`config.mk`:
```
export PLATFORM = sky130hd
export DESIGN_NAME = pc_gen
export DESIGN_NICKNAME = d
export VERILOG_FILES = /design/src/rtl/pc_gen_pkg.sv /design/src/rtl/pc_gen_ras.sv /design/src/rtl/pc_gen.sv
export SDC_FILE = /design/constraint.sdc
export NUM_CORES = 1
export LEC_CHECK = 0
export CAP_MARGIN = 0
export CORE_UTILIZATION = 42
export CTS_BUF_LIST = sky130_fd_sc_hd__clkbuf_4 sky130_fd_sc_hd__clkbuf_8 sky130_fd_sc_hd__clkbuf_16
export CTS_CLUSTER_DIAMETER = 150
export DETAILED_ROUTE_END_ITERATION = 10
export HOLD_SLACK_MARGIN = 0.08
export PLACE_DENSITY_LB_ADDON = 0.12
export SYNTH_ARGS = -nofsm -noshare
export SYNTH_HDL_FRONTEND = slang
export SYNTH_SLANG_ARGS = --single-unit
```
`constraint.sdc`:
```
create_clock -name clk -period 2.3 [get_ports clk]
set_input_delay 0.46 -clock clk [delete_from_list [all_inputs] [get_ports clk]]
set_output_delay 0.46 -clock clk [all_outputs]
set_load 0.01 [all_outputs]
```
`src/rtl/pc_gen_pkg.sv`:
```
// pc_gen_pkg: shared types and constants for the next-PC generator.
package pc_gen_pkg;
  typedef enum logic [1:0] {BOOT, RUN, HALTED} state_e;
  typedef enum logic [2:0] {SRC_HOLD, SRC_TRAP, SRC_REDIR, SRC_JMP, SRC_RET, SRC_BR, SRC_SEQ} src_e;
  localparam int unsigned STEP_C = 2;
  localparam int unsigned STEP_W = 4;
  function automatic logic is_target_src(input src_e s);
    return s inside {SRC_TRAP, SRC_REDIR, SRC_JMP, SRC_RET, SRC_BR};
  endfunction
endpackage

```
`src/rtl/pc_gen_ras.sv`:
```
// pc_gen_ras: circular return-address stack; a push into a full stack overwrites the oldest entry.
module pc_gen_ras
  import pc_gen_pkg::*;
#(
  parameter int unsigned W     = 32,
  parameter int unsigned DEPTH = 4
) (
  input  logic         clk,
  input  logic         rst,
  input  logic         push_i,
  input  logic         pop_i,
  input  logic [W-1:0] data_i,
  output logic [W-1:0] top_o,
  output logic         empty_o
);
  localparam int unsigned PW = $clog2(DEPTH);
  localparam logic [PW:0] FULL = (PW + 1)'(DEPTH);
  logic [W-1:0] mem_q [DEPTH];
  logic [PW-1:0] ptr_q, ptr_d, top_idx, wr_idx;
  logic [PW:0] cnt_q, cnt_d;
  assign top_idx = ptr_q - PW'(1);
  // pop+push together rewrites the current top in place
  assign wr_idx = pop_i ? top_idx : ptr_q;
  always_comb begin
    ptr_d = (push_i & pop_i) ? ptr_q : push_i ? ptr_q + PW'(1) : pop_i ? top_idx : ptr_q;
    cnt_d = (push_i & pop_i) ? cnt_q : push_i ? ((cnt_q == FULL) ? cnt_q : cnt_q + 1'b1) : pop_i ? cnt_q - 1'b1 : cnt_q;
  end
  always_ff @(posedge clk) begin
    if (rst) begin
      ptr_q <= '0;
      cnt_q <= '0;
    end else begin
      ptr_q <= ptr_d;
      cnt_q <= cnt_d;
    end
  end
  always_ff @(posedge clk) begin
    if (push_i) mem_q[wr_idx] <= data_i;
  end
  assign top_o   = mem_q[top_idx];
  assign empty_o = cnt_q == '0;
endmodule

```
`src/rtl/pc_gen.sv`:
```
// pc_gen: next-PC generator for the fetch front end (trap > redirect > jump > return > branch > sequential).
// Optional return-address stack enabled by defining PC_GEN_RAS_EN.
module pc_gen
  import pc_gen_pkg::*;
#(
  parameter int unsigned     XLEN         = 32,
  parameter logic [XLEN-1:0] RESET_VECTOR = '0,
  parameter int unsigned     IALIGN       = 32,
  parameter int unsigned     RAS_DEPTH    = 4
) (
  input  logic            clk,
  input  logic            rst,
  output logic            fetch_valid_o,
  input  logic            fetch_ready_i,
  output logic [XLEN-1:0] pc_o,
  input  logic            is_compressed_i,
  input  logic            branch_en,
  input  logic            jmp_en,
  input  logic [XLEN-1:0] imm,
  input  logic            call_i,
  input  logic            ret_i,
  input  logic            redirect_i,
  input  logic [XLEN-1:0] redirect_pc_i,
  input  logic            trap_i,
  input  logic [XLEN-1:0] trap_vec_i,
  input  logic            halt_i,
  output logic            misalign_o
);
  localparam logic [XLEN-1:0] ALIGN_MASK = (IALIGN == 16) ? XLEN'(1) : XLEN'(3);
  state_e state_q, state_d;
  src_e src;
  logic [XLEN-1:0] pc_q, pc_d, step, seq_pc, rel_pc, ras_top, target;
  logic mis_q, mis_d, accept, active, ras_hit, tgt_sel;
  assign active = state_q != BOOT;
  assign accept = fetch_valid_o & fetch_ready_i;
  assign step   = (IALIGN == 16 && is_compressed_i) ? XLEN'(STEP_C) : XLEN'(STEP_W);
  assign seq_pc = pc_q + step;
  assign rel_pc = pc_q + imm;
`ifdef PC_GEN_RAS_EN
  logic ras_empty, ras_ok;
  // trap/redirect cycles leave the stack untouched
  assign ras_ok  = accept & ~trap_i & ~redirect_i;
  assign ras_hit = ret_i & ~ras_empty;
  pc_gen_ras #(.W(XLEN), .DEPTH(RAS_DEPTH)) u_ras (
    .clk     (clk),
    .rst     (rst),
    .push_i  (ras_ok & call_i),
    .pop_i   (ras_ok & ras_hit),
    .data_i  (seq_pc),
    .top_o   (ras_top),
    .empty_o (ras_empty)
  );
`else
  logic unused_hints;
  logic [31:0] unused_depth;
  assign unused_hints = call_i ^ ret_i;
  assign unused_depth = RAS_DEPTH;
  assign ras_hit      = 1'b0;
  assign ras_top      = '0;
`endif
  assign src = !active ? SRC_HOLD : trap_i ? SRC_TRAP : redirect_i ? SRC_REDIR : !accept ? SRC_HOLD :
               jmp_en ? SRC_JMP : ras_hit ? SRC_RET : branch_en ? SRC_BR : SRC_SEQ;
  always_comb begin
    tgt_sel = is_target_src(src);
    target  = (src == SRC_TRAP) ? trap_vec_i : (src == SRC_REDIR) ? redirect_pc_i :
              (src == SRC_RET) ? ras_top : rel_pc;
    pc_d    = (src == SRC_HOLD) ? pc_q : tgt_sel ? (target & ~ALIGN_MASK) : seq_pc;
    mis_d   = tgt_sel & |(target & ALIGN_MASK);
  end
  always_ff @(posedge clk) begin
    if (rst) state_q <= BOOT;
    else state_q <= state_d;
  end
  always_comb begin
    state_d = (state_q == BOOT || trap_i || redirect_i) ? RUN :
              (state_q == RUN && halt_i) ? HALTED : state_q;
  end
  always_comb begin
    fetch_valid_o = state_q == RUN;
  end
  always_ff @(posedge clk) begin
    if (rst) begin
      pc_q  <= RESET_VECTOR;
      mis_q <= 1'b0;
    end else begin
      pc_q  <= pc_d;
      mis_q <= mis_d;
    end
  end
  assign pc_o       = pc_q;
  assign misalign_o = mis_q;
endmodule

```
==> reports/metrics.yaml, run 1 <==
yosys:
  async_flop_share: 0
  yosys_register_bits: 33
  synth_area_leader_cell: "dfxtp_1"
  ys_types: 78
  synth_edf_count: 0
  synth.avg_cell_area_um2: 7.08
  synthTopCellsByArea: "dfxtp_1 16%, ha_1 9.3%, a21oi_1 7.4%"
  synth_top_area_share: 0.164
  synth_area_mm2: 0.00404
  synth_ff_type: "dfxtp_1"
  yosysWarnings: 0
  netlist_instances: 570
  seq_area_frac_synth: 0.164
timing:
  slew_violations: 0
  fmax_ghz: 0.401
  setup_slack_ns: -0.196
  hold_viol_final: 0
  finalCriticalPeriod_ns: 2.50
  rsz0062_at_grt: "true"
  clock_skew_ns: 0.00680
  holdWs_ns: 0.545
  period_share: 1.09
  setup_viol: 10
clock_tree:
  worst_skew_pair.late_latency_ns: 0.30
  clock_path_buffers: 2
  cts-hold-fix-buffers: 0
  clock_sinks: 33
  cts_buffers: 5
  cts.reportedPaths.clkPinSlew_ns: 0.09
  cts_root_buffer: "clkbuf_8"
  cts_tree: "built"
  htreeDepth: 2
grt:
  grt_pass1_vias: 5678
  antenna_found_initial: 0
  grt_pass1_wl_mm: 28.3
  grt_max_degree: 29
  gr-usage-all-layers: 0.364
  gr-total-overflow: 0
route:
  vias_per_cell: 5.98
  drcViolationCount: 0
  dr.pass1.iters: 5
  ant_nets: 0
  vias: 5757
  wl_mm: 18.8
  first_iter_violations: 535
  wl_per_cell_um: 19.5
outcome:
  violations: "setup timing"
  status: "finished with violations"
cells_and_area:
  drive_above_1_share: 0.337
  final_cell_mix: "147 x buf_4, 110 x clkdlybuf4s50_1, 48 x nor2_1, 48 x a21oi_1, 43 x nand2_1"
  nets: 970
  area_delta_synth_final_pct: 80.7
  layout_commonest_cell: "buf_4"
  num_antenna_cells: 0
placement:
  gp_congestion: 0.970
  io_buffer_count: 135
  dpl.hpwl_mm: 13.6
power:
  total_power_w: 0.00332
  irDropWorstVdd_mv: 0.307
  combPwrFrac: 0.629
  p_clk_frac: 0.156
  p_seq_frac: 0.216
  p_per_area_mw_per_mm2: 455
  p_int_w: 0.00200
  switchingPower_w: 0.00132
  swShare: 0.397
  leakage_nw: 3.02
floorplanning:
  start_util: 0.435
  die_w_um: 100
  pin_count: 141
  core-area_mm2: 0.00928
  die_y_um: 100
  rows: 35
  die_area_mm2: 0.0100
setup_path:
  crit_required_ns: 2.49
  reg2reg_depth: 10
  start_kind: "primary input"
  crit_path_end_kind: "register"
  path_max_fanout: 3
  critPathKind: "primary input to register"
  crit_arrival_ns: 2.69
job:
  cap_viol_max_count: 0
hold_path:
  hold_depth: 2
  worstHoldPathType: "primary input to register"
## registers in the layout, indices dropped and copies added, names as in the netlist
signal,cells
misalign_o,1
pc_o,30
state_q,2
## kinds of logic after synthesis
kind of cell / synth area share
flops: 0.164
other cells: 0.000929
buf+inv: 0.0465
compound gates: 0.373
fa+ha+maj: 0.0930
xor+xnor: 0.0282
mux: 0.0127
simple gates: 0.282
## what timing repair did
item | CTS | global route
buffers inserted | 22 | 5
gates resized for setup | 96 | 56
pin swaps | 50 | 40
endpoints found under the setup margin | 22 | 23
## Yosys cell counts (3+ instances only)
library cell,instances
a21oi_1,60
nor2_1,54
nand2_1,47
o21ai_0,44
dfxtp_1,33
ha_1,30
nor3_1,24
nand3_1,22
clkbuf_1,20
inv_1,15
a211oi_1,14
a21o_1,13
a31oi_1,13
and3_1,12
nand4_1,10
and2_1,9
o211ai_1,9
xnor2_1,8
a22oi_1,7
o22ai_1,7
buf_2,6
o21a_1,6
or3_1,6
nand2b_1,5
xor2_1,5
a311oi_1,4
and4_1,4
mux2i_1,4
nor2b_1,4
nor4_1,4
a221oi_1,3
buf_1,3
nor3b_1,3
o221ai_1,3
o31a_1,3
o31ai_1,3
## metal layers
layer	up-vias	part of all wire	global-route usage
met5	-	0	0
met4	0	0.029	0.133
met3	50	0.096	0.0662
met2	339	0.48	0.616
met1	2663	0.40	0.462
li1	2705	-	-
## per-stage QoR
stage	instances	area, um2	TNS (ns)	setup slack [ns]	utilization
6_report	962	7290	-0.790	-0.196	0.786
5_1_grt	962	7290	-1.55	-0.213	0.786
4_1_cts	959	7100	-0.470	-0.137	0.764
3_5_place_dp	931	6550	-14.15	-0.747	0.706
3_3_place_gp	931	6550	-13.35	-0.707	0.706
2_1_floorplan	571	4190	0	0.00544	-
## power groups by stage
stage | logic (W) | registers, W | clock network [W]
2_1_floorplan | 0.000826 | 0.000771 | 0
3_3_place_gp | 0.00170 | 0.000711 | 0
3_5_place_dp | 0.00172 | 0.000714 | 0
4_1_cts | 0.00193 | 0.000712 | 0.000511
5_1_grt | 0.00221 | 0.000722 | 0.000533
6_report | 0.00208 | 0.000715 | 0.000516
## worst paths after layout
path,start,end,slack [ns]
setup / recovery,imm[3],pc_o[25],-0.20
hold / removal,trap_i,state_q[1],0.54
setup reg to reg,pc_o[12],pc_o[25],-0.19
hold reg to reg,pc_o[8],pc_o[8],0.64
## layout make-up
class | count | area (um2)
sequential | 33 | 671
fill | 709 | 1990
timing repair buffer | 286 | 2480
tap | 129 | 161
clock buffer | 7 | 90.1
multi-input combinational | 492 | 3830
inverter | 15 | 56.3
## critical path, cell delays in order
cell,delay (ns)
dlygate4sd2_1,0.26
ha_4,0.23
a21oi_4,0.21
nor2_4,0.07
o2111ai_4,0.23
nand4_1,0.26
buf_4,0.23
buf_4,0.13
a211oi_1,0.33
or4_4,0.21
a31oi_1,0.06
(Power assumes the default switching activity.)
==> run 2: changes to the inputs <==
Settings changed: CORE_ASPECT_RATIO set to 1.5.
==> run 2 against run 1 <==
Compared with the run above:
- the run still ends with setup timing left
- sequential share of layout area is 0.18 points lower
- clock power is 63% higher
- sequential power increased by 1%
- maximum frequency grew 3.4%
- global-route usage is 4.4 points higher
- largest power group unchanged
==> reports/metrics.yaml, run 2 (synthesized netlist as in run 1, its figures left out) <==
outcome:
  status: "finished with violations"
  violations: "setup timing"
cells_and_area:
  num_antenna_cells: 0
  drive_above_1_share: 0.365
  nets: 997
  final_cell_mix: "169 x buf_4, 110 x clkdlybuf4s50_1, 51 x nor2_1"
  layout_commonest_cell: "buf_4"
  layoutNonFillerInstCount: 973
  fin_area_mm2: 0.00763
  largest_register_ffs: 30
  area_delta_synth_final_pct: 89.0
  final.fill_count: 595
grt:
  use_met1: 0.419
  grt_pass1_vias: 6124
  use_met3: 0.0974
  grt_pass1_wl_mm: 30.6
  gr-total-overflow: 0
  antenna_found_initial: 0
  grt.busiest_layer: "met2"
  gr-usage-all-layers: 0.408
  grt_use_met2: 0.685
  grt_max_degree: 37
clock_tree:
  clock_path_buffers: 2
  worst_skew_pair.late_latency_ns: 0.29
  cts_buffers: 5
  cts.reportedPaths.clkPinSlew_ns: 0.06
  cts_tree: "built"
  cts_root_buffer: "clkbuf_16"
  htreeDepth: 2
  clock_sinks: 33
  cts-hold-fix-buffers: 0
power:
  irDropWorstVdd_mv: 0.448
  leakage_nw: 3.19
  p_per_area_mw_per_mm2: 496
timing:
  relSlewSlack: 0.492
  setup_slack_ns: -0.115
  slew_violations: 0
  holdWs_ns: 0.577
  tightest_slew_ns: 0.756
  setup_viol: 12
  finalCriticalPeriod_ns: 2.41
  period_share: 1.05
  clock_skew_ns: 0.00621
  hold_viol_final: 0
  rsz0062_at_grt: "true"
  fmax_ghz: 0.414
placement:
  place_inst: 936
  gp_congestion: 1.03
  placedInstanceArea_mm2: 0.00669
  place_ws_ns: -0.778
  dpl.hpwl_mm: 14.6
  io_buffer_count: 135
setup_path:
  crit_arrival_ns: 2.63
  crit_path_start: "imm[13]"
  r2r_end: "pc_o[29]"
  critPathKind: "primary input to register"
  path_max_fanout: 3
  start_kind: "primary input"
  critPathTopFamily: "compound AO/OA/AOI/OAI gates"
  cp_slowest_stage_delay_ns: 0.37
  critical_path.slowest_cell: "a2111o_1"
  r2r_slack_ns: -0.11
  crit_chain: "clkdlybuf4s15_1 > ha_4 > nor3_1 > o21ai_1 > o211ai_2 > nand4_1 > buf_4 > a211oi_4 > o21bai_2 > a2111o_1 > o22ai_1"
  path_buf_inv: 2
  reg2reg_depth: 10
  crit_required_ns: 2.51
  crit_path_end_kind: "register"
  worstReg2RegStart: "pc_o[14]"
route:
  vias_per_cell: 6.33
  drcViolationCount: 0
  dr.pass1.iters: 6
  vias: 6157
  wl_per_cell_um: 20.9
  wl_mm: 20.3
  first_iter_violations: 365
  ant_nets: 0
floorplanning:
  start_util: 0.434
  die_w_um: 82.0
  core-area_mm2: 0.00931
  rows: 43
  pin_count: 141
  die_area_mm2: 0.0100
  die_y_um: 122
job:
  cap_viol_max_count: 0
hold_path:
  hold_depth: 2
  worstHoldStart: "pc_o[14]"
  worstHoldPathType: "register to register"
  worstHoldEndpoint: "pc_o[14]"
run 2: layout make-up:
cell class | count | area, um2 | area share
clock buffers | 7 | 146 | 0.0192
multi-input cells | 492 | 3880 | 0.509
flip-flops and latches | 33 | 688 | 0.0902
clock inverters | 1 | 30.0 | 0.00394
inverters | 15 | 56.3 | 0.00738
repair buffers | 313 | 2690 | 0.352
well taps | 112 | 140 | 0.0184
run 2: stage by stage:
stage                     power, W  utilization  setup TNS, ns
final                      0.00378        0.820         -0.660
after floorplan            0.00160            -              0
after global routing       0.00397        0.820          -1.79
after global placement     0.00247        0.719         -13.51
after detailed placement   0.00251        0.719         -15.10
after CTS                  0.00356        0.788         -0.866
run 2: where the power goes:
part | internal, W | total [W] | switching [W]
Clock | 0.000554 | 0.000839 | 0.000285
Combinational | 0.00119 | 0.00222 | 0.00103
Sequential | 0.000642 | 0.000724 | 0.0000820
Total | 0.00239 | 0.00378 | 0.00140
run 2: tightest hold or removal path, stage by stage (launching register included):
cell and delay, ns:
dfxtp_4 0.37, a21oi_1 0.11, nor3_1 0.06
run 2: worst max-delay path by stage:
stage / endpoint / slack (ns) / cells after the start
finish: pc_o[29] / -0.11 / 11
global route: pc_o[29] / -0.17 / 10
CTS: pc_o[31] / -0.15 / 9
detailed placement: pc_o[20] / -0.78 / 10
global placement: pc_o[20] / -0.72 / 10
floorplan: pc_o[15] / 0.005 / 9
run 2: repair_timing:
item / in CTS / in global routing
setup buffers: 20 / 11
pin swaps: 56 / 49
resized for setup: 116 / 65
endpoints found under the setup margin: 25 / 24
run 2: per-layer routing:
metal	vias to the layer above	wire length [um]
met1	2870	6830
met5	-	0
met3	126	1620
met2	383	10300
li1	2778	-
met4	0	1590
